==> config.mk <==
export PLATFORM = sky130hd
export DESIGN_NAME = seg_scan_ctrl_flat
export DESIGN_NICKNAME = d
export VERILOG_FILES = /design/src/rtl/seg_scan_ctrl_if.sv /design/src/rtl/seg_scan_ctrl.sv /design/src/flat_wrapper.sv
export SDC_FILE = /design/constraint.sdc
export NUM_CORES = 1
export LEC_CHECK = 0
export ABC_CLOCK_PERIOD_IN_PS = 2400
export CAP_MARGIN = 0
export CORE_ASPECT_RATIO = 1.75
export CORE_UTILIZATION = 60
export CTS_CLUSTER_DIAMETER = 50
export DETAILED_ROUTE_END_ITERATION = 6
export DONT_BUFFER_PORTS = 1
export HOLD_SLACK_MARGIN = 0.06
export MAX_ROUTING_LAYER = met4
export PLACE_DENSITY = 0.81
export SLEW_MARGIN = 20
export SYNTH_ARGS = -nofsm -noshare
export SYNTH_HDL_FRONTEND = slang
export SYNTH_SLANG_ARGS = --single-unit
==> constraint.sdc <==
create_clock -name clk -period 2.4 [get_ports clk]
set_clock_uncertainty 0.2 [all_clocks]
set_input_delay 0.48 -clock clk [delete_from_list [all_inputs] [get_ports clk]]
set_output_delay 0.48 -clock clk [all_outputs]
set_load 0.01 [all_outputs]
==> src/rtl/seg_scan_ctrl_if.sv <==
// Display-data load channel for seg_scan_ctrl: valid/ready transfer of one
// nibble per digit, nibble i at bits [4i+3:4i].
interface seg_scan_ctrl_if #(
  parameter int DIGITS = 4
);
  logic                wr_valid;
  logic [4*DIGITS-1:0] wr_data;
  logic                wr_ready;

  modport master (
    output wr_valid,
    output wr_data,
    input  wr_ready
  );

  modport slave (
    input  wr_valid,
    input  wr_data,
    output wr_ready
  );
endinterface

==> src/rtl/seg_scan_ctrl.sv <==
// Time-multiplexed seven-segment scan controller.
// Each digit slot is a dark BLANK phase followed by a SHOW phase. num is
// updated only at slot start so the shared decoder settles while digits are
// dark. New data is staged in a pending register and committed only at a
// frame boundary so a frame never mixes old and new digits.
module seg_scan_ctrl #(
  parameter int DIGITS    = 4,
  parameter int SCAN_DIV  = 1000,
  parameter int BLANK_CYC = 16
) (
  input  logic              clk,
  input  logic              rst,
  seg_scan_ctrl_if.slave    wr,
  input  logic              lz_en,
  output logic [3:0]        num,
  output logic [DIGITS-1:0] dig_en,
  output logic              frame_tick
);

  localparam int CNT_W = $clog2(SCAN_DIV);
  localparam int IDX_W = $clog2(DIGITS);
  localparam int DAT_W = 4 * DIGITS;

  localparam logic [CNT_W-1:0] CNT_ZERO   = CNT_W'(0);
  localparam logic [CNT_W-1:0] CNT_ONE    = CNT_W'(1);
  localparam logic [CNT_W-1:0] CNT_LAST   = CNT_W'(SCAN_DIV - 1);
  localparam logic [CNT_W-1:0] BLANK_LAST = CNT_W'(BLANK_CYC - 1);
  localparam logic [IDX_W-1:0] IDX_ZERO   = IDX_W'(0);
  localparam logic [IDX_W-1:0] IDX_ONE    = IDX_W'(1);
  localparam logic [IDX_W-1:0] IDX_LAST   = IDX_W'(DIGITS - 1);

  typedef enum logic [0:0] {
    ST_BLANK = 1'b0,
    ST_SHOW  = 1'b1
  } state_t;

  state_t              state_r, state_s;
  logic [CNT_W-1:0]    cnt_r, cnt_s;
  logic [IDX_W-1:0]    idx_r, idx_s;
  logic [3:0]          num_r, num_s;
  logic [DIGITS-1:0]   dig_en_r, dig_en_s;
  logic                tick_r, tick_s;
  logic [DAT_W-1:0]    disp_r;
  logic [DAT_W-1:0]    pend_r;
  logic                pend_flag_r, pend_flag_s;
  logic                wr_ready_r, wr_ready_s;
  logic                xfer_s;
  logic                slot_end_s;
  logic                blank_end_s;
  logic                wrap_s;
  logic                commit_s;
  logic [DAT_W-1:0]    commit_data_s;

  // Nibble of digit i from a packed display word.
  function automatic logic [3:0] nib_f(input logic [DAT_W-1:0] d,
                                       input logic [IDX_W-1:0] i);
    logic [3:0] r;
    r = 4'h0;
    for (int k = 0; k < DIGITS; k++) begin
      r = (i == IDX_W'(k)) ? d[4*k +: 4] : r;
    end
    return r;
  endfunction

  // One-hot digit enable for digit i.
  function automatic logic [DIGITS-1:0] onehot_f(input logic [IDX_W-1:0] i);
    logic [DIGITS-1:0] r;
    r = {DIGITS{1'b0}};
    for (int k = 0; k < DIGITS; k++) begin
      r[k] = (i == IDX_W'(k));
    end
    return r;
  endfunction

  // True when digit i is a leading zero that should stay dark: i>0 and all
  // nibbles from the top digit down to i are zero.
  function automatic logic lz_blank_f(input logic [DAT_W-1:0] d,
                                      input logic [IDX_W-1:0] i,
                                      input logic             en);
    logic r;
    r = en & (i != IDX_ZERO);
    for (int k = 0; k < DIGITS; k++) begin
      r = r & ~((IDX_W'(k) >= i) & (d[4*k +: 4] != 4'h0));
    end
    return r;
  endfunction

  // Handshake bookkeeping; a word written on the wrap cycle itself still
  // makes the coming frame boundary.
  always_comb begin
    xfer_s        = wr.wr_valid & wr_ready_r;
    slot_end_s    = (cnt_r == CNT_LAST);
    blank_end_s   = (cnt_r == BLANK_LAST);
    wrap_s        = slot_end_s & (idx_r == IDX_LAST);
    commit_s      = wrap_s & (pend_flag_r | xfer_s);
    commit_data_s = xfer_s ? wr.wr_data : pend_r;
    if (commit_s) begin
      pend_flag_s = 1'b0;
    end else if (xfer_s) begin
      pend_flag_s = 1'b1;
    end else begin
      pend_flag_s = pend_flag_r;
    end
    wr_ready_s = ~pend_flag_s & ~commit_s;
  end

  // Scan FSM next state and next registered output values.
  always_comb begin
    state_s  = state_r;
    idx_s    = idx_r;
    num_s    = num_r;
    dig_en_s = dig_en_r;
    tick_s   = 1'b0;
    cnt_s    = slot_end_s ? CNT_ZERO : (cnt_r + CNT_ONE);
    case (state_r)
      ST_BLANK: begin
        if (blank_end_s) begin
          state_s  = ST_SHOW;
          dig_en_s = lz_blank_f(disp_r, idx_r, lz_en) ? {DIGITS{1'b0}}
                                                      : onehot_f(idx_r);
        end else begin
          dig_en_s = {DIGITS{1'b0}};
        end
      end
      ST_SHOW: begin
        if (slot_end_s) begin
          state_s  = ST_BLANK;
          dig_en_s = {DIGITS{1'b0}};
          idx_s    = wrap_s ? IDX_ZERO : (idx_r + IDX_ONE);
          tick_s   = wrap_s;
          num_s    = commit_s ? commit_data_s[3:0] : nib_f(disp_r, idx_s);
        end else begin
          dig_en_s = dig_en_r;
        end
      end
      default: begin
        state_s  = ST_BLANK;
        dig_en_s = {DIGITS{1'b0}};
      end
    endcase
  end

  // Scan state register: FSM state, slot counter, digit index.
  always_ff @(posedge clk) begin
    if (rst) begin
      state_r <= ST_BLANK;
      cnt_r   <= CNT_ZERO;
      idx_r   <= IDX_ZERO;
    end else begin
      state_r <= state_s;
      cnt_r   <= cnt_s;
      idx_r   <= idx_s;
    end
  end

  // Registered display outputs.
  always_ff @(posedge clk) begin
    if (rst) begin
      num_r    <= 4'h0;
      dig_en_r <= {DIGITS{1'b0}};
      tick_r   <= 1'b0;
    end else begin
      num_r    <= num_s;
      dig_en_r <= dig_en_s;
      tick_r   <= tick_s;
    end
  end

  // Pending/display data registers and the ready flag.
  always_ff @(posedge clk) begin
    if (rst) begin
      disp_r      <= {DAT_W{1'b0}};
      pend_r      <= {DAT_W{1'b0}};
      pend_flag_r <= 1'b0;
      wr_ready_r  <= 1'b1;
    end else begin
      if (commit_s) begin
        disp_r <= commit_data_s;
      end else begin
        disp_r <= disp_r;
      end
      if (xfer_s) begin
        pend_r <= wr.wr_data;
      end else begin
        pend_r <= pend_r;
      end
      pend_flag_r <= pend_flag_s;
      wr_ready_r  <= wr_ready_s;
    end
  end

  assign num         = num_r;
  assign dig_en      = dig_en_r;
  assign frame_tick  = tick_r;
  assign wr.wr_ready = wr_ready_r;

endmodule

==> src/flat_wrapper.sv <==
// flat-port wrapper written by rule: the top's interface ports become plain ports
module seg_scan_ctrl_flat 
#(
  parameter int DIGITS    = 4,
  parameter int SCAN_DIV  = 1000,
  parameter int BLANK_CYC = 16
)
  (clk, rst, lz_en, num, dig_en, frame_tick, wr_wr_valid, wr_wr_data, wr_wr_ready);
  seg_scan_ctrl_if #(.DIGITS(DIGITS)) wr_i ();
  input  logic clk;
  input  logic rst;
  input  logic lz_en;
  output logic [3:0] num;
  output logic [DIGITS-1:0] dig_en;
  output logic frame_tick;
  input wire logic [$bits(wr_i.wr_valid)-1:0] wr_wr_valid;
  input wire logic [$bits(wr_i.wr_data)-1:0] wr_wr_data;
  output wire logic [$bits(wr_i.wr_ready)-1:0] wr_wr_ready;
  assign wr_i.wr_valid = wr_wr_valid;
  assign wr_i.wr_data = wr_wr_data;
  assign wr_wr_ready = wr_i.wr_ready;
  seg_scan_ctrl #(.DIGITS(DIGITS), .SCAN_DIV(SCAN_DIV), .BLANK_CYC(BLANK_CYC)) u_core (.clk(clk), .rst(rst), .wr(wr_i), .lz_en(lz_en), .num(num), .dig_en(dig_en), .frame_tick(frame_tick));
endmodule
==> summary.md, run 1 <==
| Metric | Value |
|---|---|
| Hold Fails Final Rpt | `0` |
| Share of layout cells above drive strength 1 | `under 10%` |
| Most common cell after layout, fill and taps aside | `dfxtp_1` |
| TritonCTS Buffers | `5` |
| Final setup fails | `0` |
| Synth Net Count | `just under 300` |
| Worst setup margin | `about 160 ps` |
| Main combinational cell family by area after synthesis | `simple AND/OR/NAND/NOR gates` |
| Htree depth | `2` |
| Status | `finished, final reports clean` |
| Yosys warns | `0` |
| Worst slew pin tran | `roughly 480 ps` |
| Adder-Cell Fraction of Synth Area | `3.02%` |
| Cts hold-fix bufs | `1` |
| MaxCap Viol Count | `0` |
| Compound-Gate Fraction of Synth Area | `7.41%` |
| Dpl hpwl | `3290 um` |
| Crit share post-route | `between 90% and 100%` |
| Reg clk slew, reported paths | `100 ps` |
| Clock power frac | `roughly a third` |
| Max rail drop VDD | `between 0.5 and 0.6 mV` |
| Setup WS pre-CTS | `between 150 and 200 ps` |
| DR vias/cell | `around 5.7` |
| Clock root cell | `clkbuf_8` |
| Combinational power share | `about 5.5%` |
| Sequential share of the synthesized area | `between 40 and 50%` |
| GRT overflow | `0` |
| Slew HR | `about two thirds` |
| Commonest cells after routing, fill and taps aside | `dfxtp_1, nor2_1, mux2i_1` |
| Hold Slack | `between 80 and 90 ps` |
| Setup TNS | `0 ps` |
| Req. time, crit path | `around 2400 ps` |
| Initial core utilization | `roughly 64%` |
| EDFF count, synth | `0` |
| Synth async-reset ratio | `0%` |
| CTS Sinks | `56` |
| Worst-Skew Late Latency | `~320 ps` |
| Fmax | `~450 MHz` |
| Setup crit end kind | `flop` |
| Synth area leader | `dfxtp_1` |
| Power Density | `roughly 600 mW/mm^2` |
| Post-synthesis mux area share | `between 10% and 20%` |
| Lkg Pwr | `1.02 nW` |
| Total Nets Final | `288` |
| Crit path launch type | `flop` |
| Chip width | `between 50 and 60 um` |
| Yosys cell types | `35` |
| Synthesis-to-finish area growth | `6.10%` |
| RSZ-0062 raised after global routing | `false` |
| Wire per inst | `14.6 um` |
| Tmin final | `between 2000 and 2500 ps` |
| Top FF cell, synth | `dfxtp_1` |
| Min-Delay Path Class | `input port to flop` |
| Crit-path max FO | `11` |
| CTS max path bufs | `2` |
| Max-slew violation count | `0` |
| Starting DRT DRC Count | `41` |
| Vias in the first global route | `between 1500 and 2000` |
| Post-DRT Antenna Nets | `0` |
| Worst EP arrival | `between 2000 and 2500 ps` |
| Top post-synthesis cells by area | `dfxtp_1, mux2i_1, nor2_1, nor2b_1, a211oi_1` |
| Synthesized instance count | `about 260` |
| GRT Total Usage | `about a quarter` |
| Antenna violations before repair | `0` |
| Sw Share | `24.0%` |
| GP Congestion | `~0.83` |
| Design area | `roughly 0.0026 sq mm` |
| CTS tree | `done` |
| Core ar. | `approximately 0.0039 sq mm` |
| I/O Buffers | `0` |
| Mapped Area | `0.00248 sq mm` |
| XOR/XNOR share of the synthesized area | `between 2 and 3%` |
| Drc violations | `0` |
| Total number of vias | `between 1500 and 2000` |
| Wirelength, routed | `between 4000 and 5000 um` |
| Sequential cell fraction of total power | `60.5%` |
| Number of diodes | `0` |
| Synth Register Bits | `56` |
| Crit path kind | `flop to flop` |
| # IOs | `30` |
| Top cell type's share of synthesized area | `45.1%` |
| Resized Gates After CTS | `0` |
| R2R Setup Slk | `approximately 160 ps` |
| Simple-Gate Fraction of Synth Area | `a little under a quarter` |
| Die footprint | `roughly 0.0044 sq mm` |
| Largest net degree at the start of global routing | `between 40 and 50` |
| Die H | `87.1 um` |
| Syn Area/Cell | `9.41 sq um` |
| Pint | `roughly 0.0012 W` |
| NetSw | `~0.00038 W` |
| 1st-pass router iterations | `6` |
| Global-route wire length before repair | `7820 um` |
| Post-CTS setup buffers | `0` |
| Row cnt | `30` |
| Post-DP Area | `0.00252 sq mm` |
[state kept, by name (all words and copies together), names as in the netlist]
signal              flops
u_core.disp_r          16
u_core.pend_r          16
u_core.cnt_r           10
u_core.dig_en           4
u_core.num              4
u_core.idx_r            2
u_core.frame_tick       1
u_core.pend_flag_r      1
u_core.state_r          1
u_core.wr.wr_ready      1
[synthesized netlist by cell type, types with 4 or more instances]
cell type / n
nor2b_1: 21
nand3b_1: 7
nor3_1: 6
and3_1: 4
a211oi_1: 12
nor2_1: 37
dfxtp_1: 56
nor4_1: 5
ha_1: 6
clkbuf_1: 11
xnor2_1: 4
mux2_2: 7
nand2_1: 11
nor3b_1: 4
inv_1: 14
mux2i_1: 24
xor2_1: 4
a21oi_1: 8
[final cells by class]
class / instances / area [sq um]
Tap cell: 48 / 60.1
Timing Repair Buffer: 6 / 57.6
Sequential cell: 56 / 1120
Inverter: 14 / 52.6
Clock inverter: 3 / 26.3
Clock buffer: 5 / 68.8
Fill cell: 334 / 1270
Multi-Input combinational cell: 179 / 1250
[critical path, cell delays in order (launching register included)]
cell and delay [ps]:
dfxtp_1 470, nand4_4 190, or4_1 810, mux2i_1 210
a211oi_1 270
[final timing paths]
path	from	end	cells after the start
worst max-delay path	u_core.cnt_r[5]	u_core.num[3]	4
worst max register to register	u_core.cnt_r[5]	u_core.num[3]	4
worst min-delay path	rst	u_core.wr.wr_ready	1
worst min register to register	u_core.cnt_r[0]	u_core.cnt_r[0]	1
[routing by layer]
| metal | wire length, um | up-vias | track usage [%] | part of all wire [%] |
|---|---|---|---|---|
| met5 | 0 | - | - | 0 |
| met4 | 148 | 0 | 12.4 | 3.3 |
| met3 | 145 | 13 | 4.71 | 3.2 |
| met2 | 2330 | 33 | 41.9 | 51 |
| met1 | 1910 | 838 | 25.8 | 42 |
| li1 | - | 897 | - | - |
[stage by stage]
| step | util [%] | power, W | instances |
|---|---|---|---|
| floorplan | - | 0.00105 | 264 |
| global placement | 64.6 | 0.00106 | 302 |
| detailed placement | 64.6 | 0.00106 | 302 |
| CTS | 67.5 | 0.00161 | 311 |
| global route | 67.5 | 0.00166 | 311 |
| finish | 67.5 | 0.00159 | 311 |
[cells by family after synthesis]
kind of cell               after synthesis
AOI/OAI and AO/OA                       27
xor gates and xnor gates                 8
adders and majority gates                6
buffers and inverters                   29
DFF                                     56
muxes                                   31
and+or+nand+nor                        107
[power by group through the flow]
| stage | combinational (W) | clock (W) | sequential, W |
|---|---|---|---|
| after global routing | 0.0000993 | 0.000593 | 0.000967 |
| after CTS | 0.0000898 | 0.000559 | 0.000964 |
| after detailed placement | 0.0000755 | 0 | 0.000985 |
| after global placement | 0.0000735 | 0 | 0.000984 |
| after floorplan | 0.0000722 | 0 | 0.000982 |
| final | 0.0000878 | 0.000540 | 0.000963 |
(Power assumes the default switching activity.)
==> run 2, diff against run 1 <==
PLACE_DENSITY = 0.76   (was 0.81)
==> summary.md, run 2 (same netlist as run 1, synthesis figures left out) <==
| Metric | Value |
|---|---|
| Status | `finished, final reports clean` |
| Share of layout cells above drive strength 1 | `roughly a tenth` |
| Chip width | `between 50 and 60 um` |
| Vias in the first global route | `1679` |
| Power Total | `0.00156 W` |
| GP Congestion | `about 0.84` |
| Commonest cells after routing, fill and taps aside | `dfxtp_1, nor2_1, mux2i_1` |
| Req. time, crit path | `about 2400 ps` |
| Hold Fails Final Rpt | `0` |
| MaxCap Viol Count | `0` |
| Global-route wire length before repair | `around 7500 um` |
| Post-Place Cells | `around 300` |
| # IOs | `30` |
| Worst-Skew Late Latency | `between 300 and 400 ps` |
| Wirelength, routed | `between 4000 and 5000 um` |
| Most common cell after layout, fill and taps aside | `dfxtp_1` |
| Crit path launch type | `flop` |
| Die H | `just under 90 um` |
| Post-DRT Antenna Nets | `0` |
| CTS Sinks | `56` |
| Worst slew pin tran | `between 400 and 500 ps` |
| Dpl hpwl | `approximately 3300 um` |
| Worst EP arrival | `2210 ps` |
| TritonCTS Buffers | `5` |
| Antenna violations before repair | `0` |
| GRT Total Usage | `about a quarter` |
| Synthesis-to-finish area growth | `5.69%` |
| Setup crit end kind | `flop` |
| Max-slew violation count | `0` |
| Htree depth | `2` |
| Tmin final | `2180 ps` |
| DR vias/cell | `about 5.7` |
| Finished Core Util | `between 60% and 70%` |
| GRT overflow | `0` |
| Total Nets Final | `roughly 290` |
| Crit path kind | `flop to flop` |
| Crit-path max FO | `11` |
| 1st-pass router iterations | `4` |
| Largest net degree at the start of global routing | `45` |
| RSZ-0062 raised after global routing | `false` |
| Clock root cell | `clkbuf_8` |
| Min-Delay Path Class | `input port to flop` |
| Number of diodes | `0` |
| I/O Buffers | `0` |
| Slew HR | `between 70 and 80%` |
| Row cnt | `30` |
| Finished Layout Cells | `310` |
| Core ar. | `roughly 0.0039 sq mm` |
| Total number of vias | `between 1500 and 2000` |
| Die footprint | `between 0.004 and 0.005 sq mm` |
| Max rail drop VDD | `between 0.5 and 0.6 mV` |
| Initial core utilization | `between 60% and 70%` |
| Drc violations | `0` |
| Largest regs | `u_core.disp_r (16), u_core.pend_r (16), u_core.cnt_r (10)` |
| Fmax | `around 460 MHz` |
| CTS tree | `done` |
| Power Density | `595 mW/mm^2` |
| Reg clk slew, reported paths | `about 100 ps` |
| Setup TNS | `0 ps` |
| Crit share post-route | `approximately nine tenths` |
| Starting DRT DRC Count | `24` |
| Lkg Pwr | `~1 nW` |
| Wire per inst | `15.0 um` |
| Final setup fails | `0` |
| CTS max path bufs | `2` |
run 2: worst paths after layout:
kind	to	slack (ps)	from	cells after the start
worst min register to register	u_core.cnt_r[0]	270	u_core.cnt_r[0]	1
worst max register to register	u_core.num[0]	220	u_core.cnt_r[5]	4
worst max-delay path	u_core.num[0]	220	u_core.cnt_r[5]	4
worst min-delay path	u_core.wr.wr_ready	100	rst	1
run 2: metal layers:
layer	track usage, %	vias to the layer above	share of wire, %
li1	-	893	-
met1	24.4	822	41
met2	41.3	32	53
met3	4.89	13	3.1
met4	12.9	0	3.0
met5	-	-	0
run 2: critical path: stages (launching register included):
cell and delay [ps]:
dfxtp_1 470, nand4_4 190, or4_1 800, mux2i_1 200, a211oi_1 250
run 2: final cells by class:
| cell class | instances | area (sq um) |
|---|---|---|
| fillers | 342 | 1280 |
| multi-input cells | 179 | 1250 |
| flip-flops and latches | 56 | 1120 |
| clock buffers | 5 | 68.8 |
| well taps | 48 | 60.1 |
| inverters | 14 | 52.6 |
| repair buffers | 5 | 50.0 |
| clock inverters | 3 | 23.8 |
run 2: metrics by stage:
| stage | hold slack (ps) | cell area [sq um] | worst slack, ps |
|---|---|---|---|
| finish | 96.9 | 2630 | 218 |
| global route | 77.1 | 2630 | 74.0 |
| CTS | 85.6 | 2630 | 224 |
| detailed placement | 259 | 2510 | 241 |
| global placement | 242 | 2510 | 293 |
| floorplan | 226 | 2480 | 202 |
run 2: power by group:
group | switching [W] | internal [W] | leakage, nW | total (W)
clock | 0.000304 | 0.000207 | 0.0404 | 0.000511
sequential | 0.0000106 | 0.000953 | 0.455 | 0.000964
combinational | 0.0000478 | 0.0000401 | 0.513 | 0.0000880
run 2: repair_timing:
item | in CTS | in global routing
hold buffers | 1 | 0
resized for setup | 0 | 0
hold endpoints to repair | 44 | 0
buffers inserted | 0 | 0
==> run 3, diff against run 2 <==
--- a/config.mk
+++ b/config.mk
@@ -9,5 +9,5 @@
 export CAP_MARGIN = 0
 export CORE_ASPECT_RATIO = 1.75
-export CORE_UTILIZATION = 60
+export CORE_UTILIZATION = 30
 export CTS_CLUSTER_DIAMETER = 50
 export DETAILED_ROUTE_END_ITERATION = 6
@@ -15,5 +15,4 @@
 export HOLD_SLACK_MARGIN = 0.06
 export MAX_ROUTING_LAYER = met4
-export PLACE_DENSITY = 0.76
 export SLEW_MARGIN = 20
 export SYNTH_ARGS = -nofsm -noshare
==> constraint.sdc (replaced) <==
create_clock -name clk -period 2.4 [get_ports clk]
set_clock_uncertainty 0.2 [all_clocks]
set_input_delay 0.24 -clock clk [delete_from_list [all_inputs] [get_ports clk]]
set_output_delay 0.24 -clock clk [all_outputs]
set_load 0.01 [all_outputs]
==> summary.md, run 3 (same netlist as run 1, synthesis figures left out) <==
| Metric | Value |
|---|---|
| Share of layout cells above drive strength 1 | `under 10%` |
| GRT Total Usage | `between 10% and 20%` |
| Largest regs | `u_core.disp_r (16), u_core.pend_r (16), u_core.cnt_r (10)` |
| MaxCap Viol Count | `0` |
| CTS max path bufs | `2` |
| Starting DRT DRC Count | `between 70 and 80` |
| Post-CTS setup buffers | `0` |
| Die footprint | `0.00866 sq mm` |
| Synthesis-to-finish area growth | `16.9%` |
| # IOs | `30` |
| Global-route wire length before repair | `8540 um` |
| Worst slew pin tran | `~450 ps` |
| 1st-pass router iterations | `6` |
| Design area | `just under 0.003 sq mm` |
| Final setup fails | `0` |
| CTS Sinks | `between 50 and 60` |
| Sequential cell fraction of total power | `54.2%` |
| Clock power frac | `approximately two fifths` |
| Combinational power share | `around 6.5%` |
| Crit share post-route | `between 90% and 100%` |
| Core ar. | `0.00796 sq mm` |
| Wirelength, routed | `between 4000 and 5000 um` |
| Routed length on met3 | `~160 um` |
| GRT overflow | `0` |
| Setup crit end kind | `flop` |
| Worst EP arrival | `2180 ps` |
| Crit-path max FO | `11` |
| Worst-Skew Late Latency | `between 200 and 300 ps` |
| Total number of vias | `approximately 1800` |
| I/O Buffers | `0` |
| Wire per inst | `about 13 um` |
| Initial core utilization | `31.2%` |
| Most common cell after layout, fill and taps aside | `dfxtp_1` |
| CTS tree | `done` |
| Post-Place Cells | `approximately 350` |
| Crit path launch type | `flop` |
| Failing checks | `DRC` |
| Pint | `approximately 0.0014 W` |
| TritonCTS Buffers | `5` |
| Row cnt | `43` |
| Crit path kind | `flop to flop` |
| Power Density | `611 mW/mm^2` |
| Antenna violations before repair | `0` |
| Min-Delay Path Class | `input port to flop` |
| Power Total | `~0.0018 W` |
| Dpl hpwl | `about 3600 um` |
| Vias in the first global route | `around 1800` |
| RSZ-0062 raised after global routing | `false` |
| Max rail drop VDD | `between 0.3 and 0.4 mV` |
| GP Congestion | `~0.8` |
| Status | `finished, violations left` |
| Setup TNS | `0 ps` |
| NetSw | `0.000381 W` |
| Max-slew violation count | `0` |
| Commonest cells after routing, fill and taps aside | `dfxtp_1, nor2_1, mux2i_1` |
| Slew HR | `69.8%` |
| Post-DRT Antenna Nets | `0` |
| Finished Layout Cells | `370` |
| Max layer used | `met4` |
| Total Nets Final | `slightly above 300` |
| Metal2 WL | `2530 um` |
| Largest net degree at the start of global routing | `between 40 and 50` |
| Die H | `122 um` |
| Sw Share | `between 20% and 30%` |
| Htree depth | `2` |
| Tmin final | `2160 ps` |
| Post-DP Area | `roughly 0.0026 sq mm` |
| Finished Core Util | `a little over a third` |
| Chip width | `just over 70 um` |
| M1 WL | `2130 um` |
| Fmax | `between 400 and 500 MHz` |
| Clock root cell | `clkbuf_16` |
| Drc violations | `2` |
| DR vias/cell | `4.80` |
| Req. time, crit path | `around 2400 ps` |
| Reg clk slew, reported paths | `around 70 ps` |
| Lkg Pwr | `1.12 nW` |
| Hold Fails Final Rpt | `0` |
| Number of diodes | `0` |
## run 3: critical path, cell delays in order (launching register included)
cell      delay (ps)
dfxtp_1          460
nand4_4          190
or4_1            800
mux2i_1          200
a211oi_1         230
## run 3: repair_timing
item | CTS | global route
resized for setup | 0 | 0
hold buffers | 18 | 0
endpoints found under the hold margin | 56 | 0
## run 3: area by class of cell
| type | instances | area [sq um] |
|---|---|---|
| Clock buffer | 6 | 129 |
| Clock inverter | 1 | 5.00 |
| Inverter | 14 | 52.6 |
| Sequential cell | 56 | 1120 |
| Timing Repair Buffer | 24 | 235 |
| Tap cell | 90 | 113 |
| Multi-Input combinational cell | 179 | 1250 |
| Fill cell | 828 | 5060 |
## run 3: final timing paths
path,startpoint,cells after the start,slack (ps),to
worst max-delay path,u_core.cnt_r[5],4,240,u_core.num[1]
worst min-delay path,wr_wr_data[13],3,90,u_core.disp_r[13]
worst max register to register,u_core.cnt_r[5],4,240,u_core.num[1]
worst min register to register,u_core.cnt_r[0],1,260,u_core.cnt_r[0]
## run 3: per-stage QoR
stage / hold WS [ps] / setup slack (ps)
2_1_floorplan: 203 / 202
3_3_place_gp: 120 / 293
3_5_place_dp: 121 / 240
4_1_cts: 82.8 / 227
5_1_grt: 137 / 115
6_report: 85.5 / 239
## run 3: per-layer routing
metal | vias up | global-route usage [%]
li1 | 931 | -
met2 | 25 | 22.3
met4 | 0 | 7.38
met5 | - | -
met1 | 808 | 14.2
met3 | 11 | 2.79
## run 3: power by group through the flow
stage / Combinational [W] / Clock, W / Sequential (W)
floorplan: 0.0000722 / 0 / 0.000982
global placement: 0.0000794 / 0 / 0.000983
detailed placement: 0.0000805 / 0 / 0.000984
CTS: 0.000119 / 0.000727 / 0.000962
global route: 0.000130 / 0.000752 / 0.000965
finish: 0.000116 / 0.000697 / 0.000962
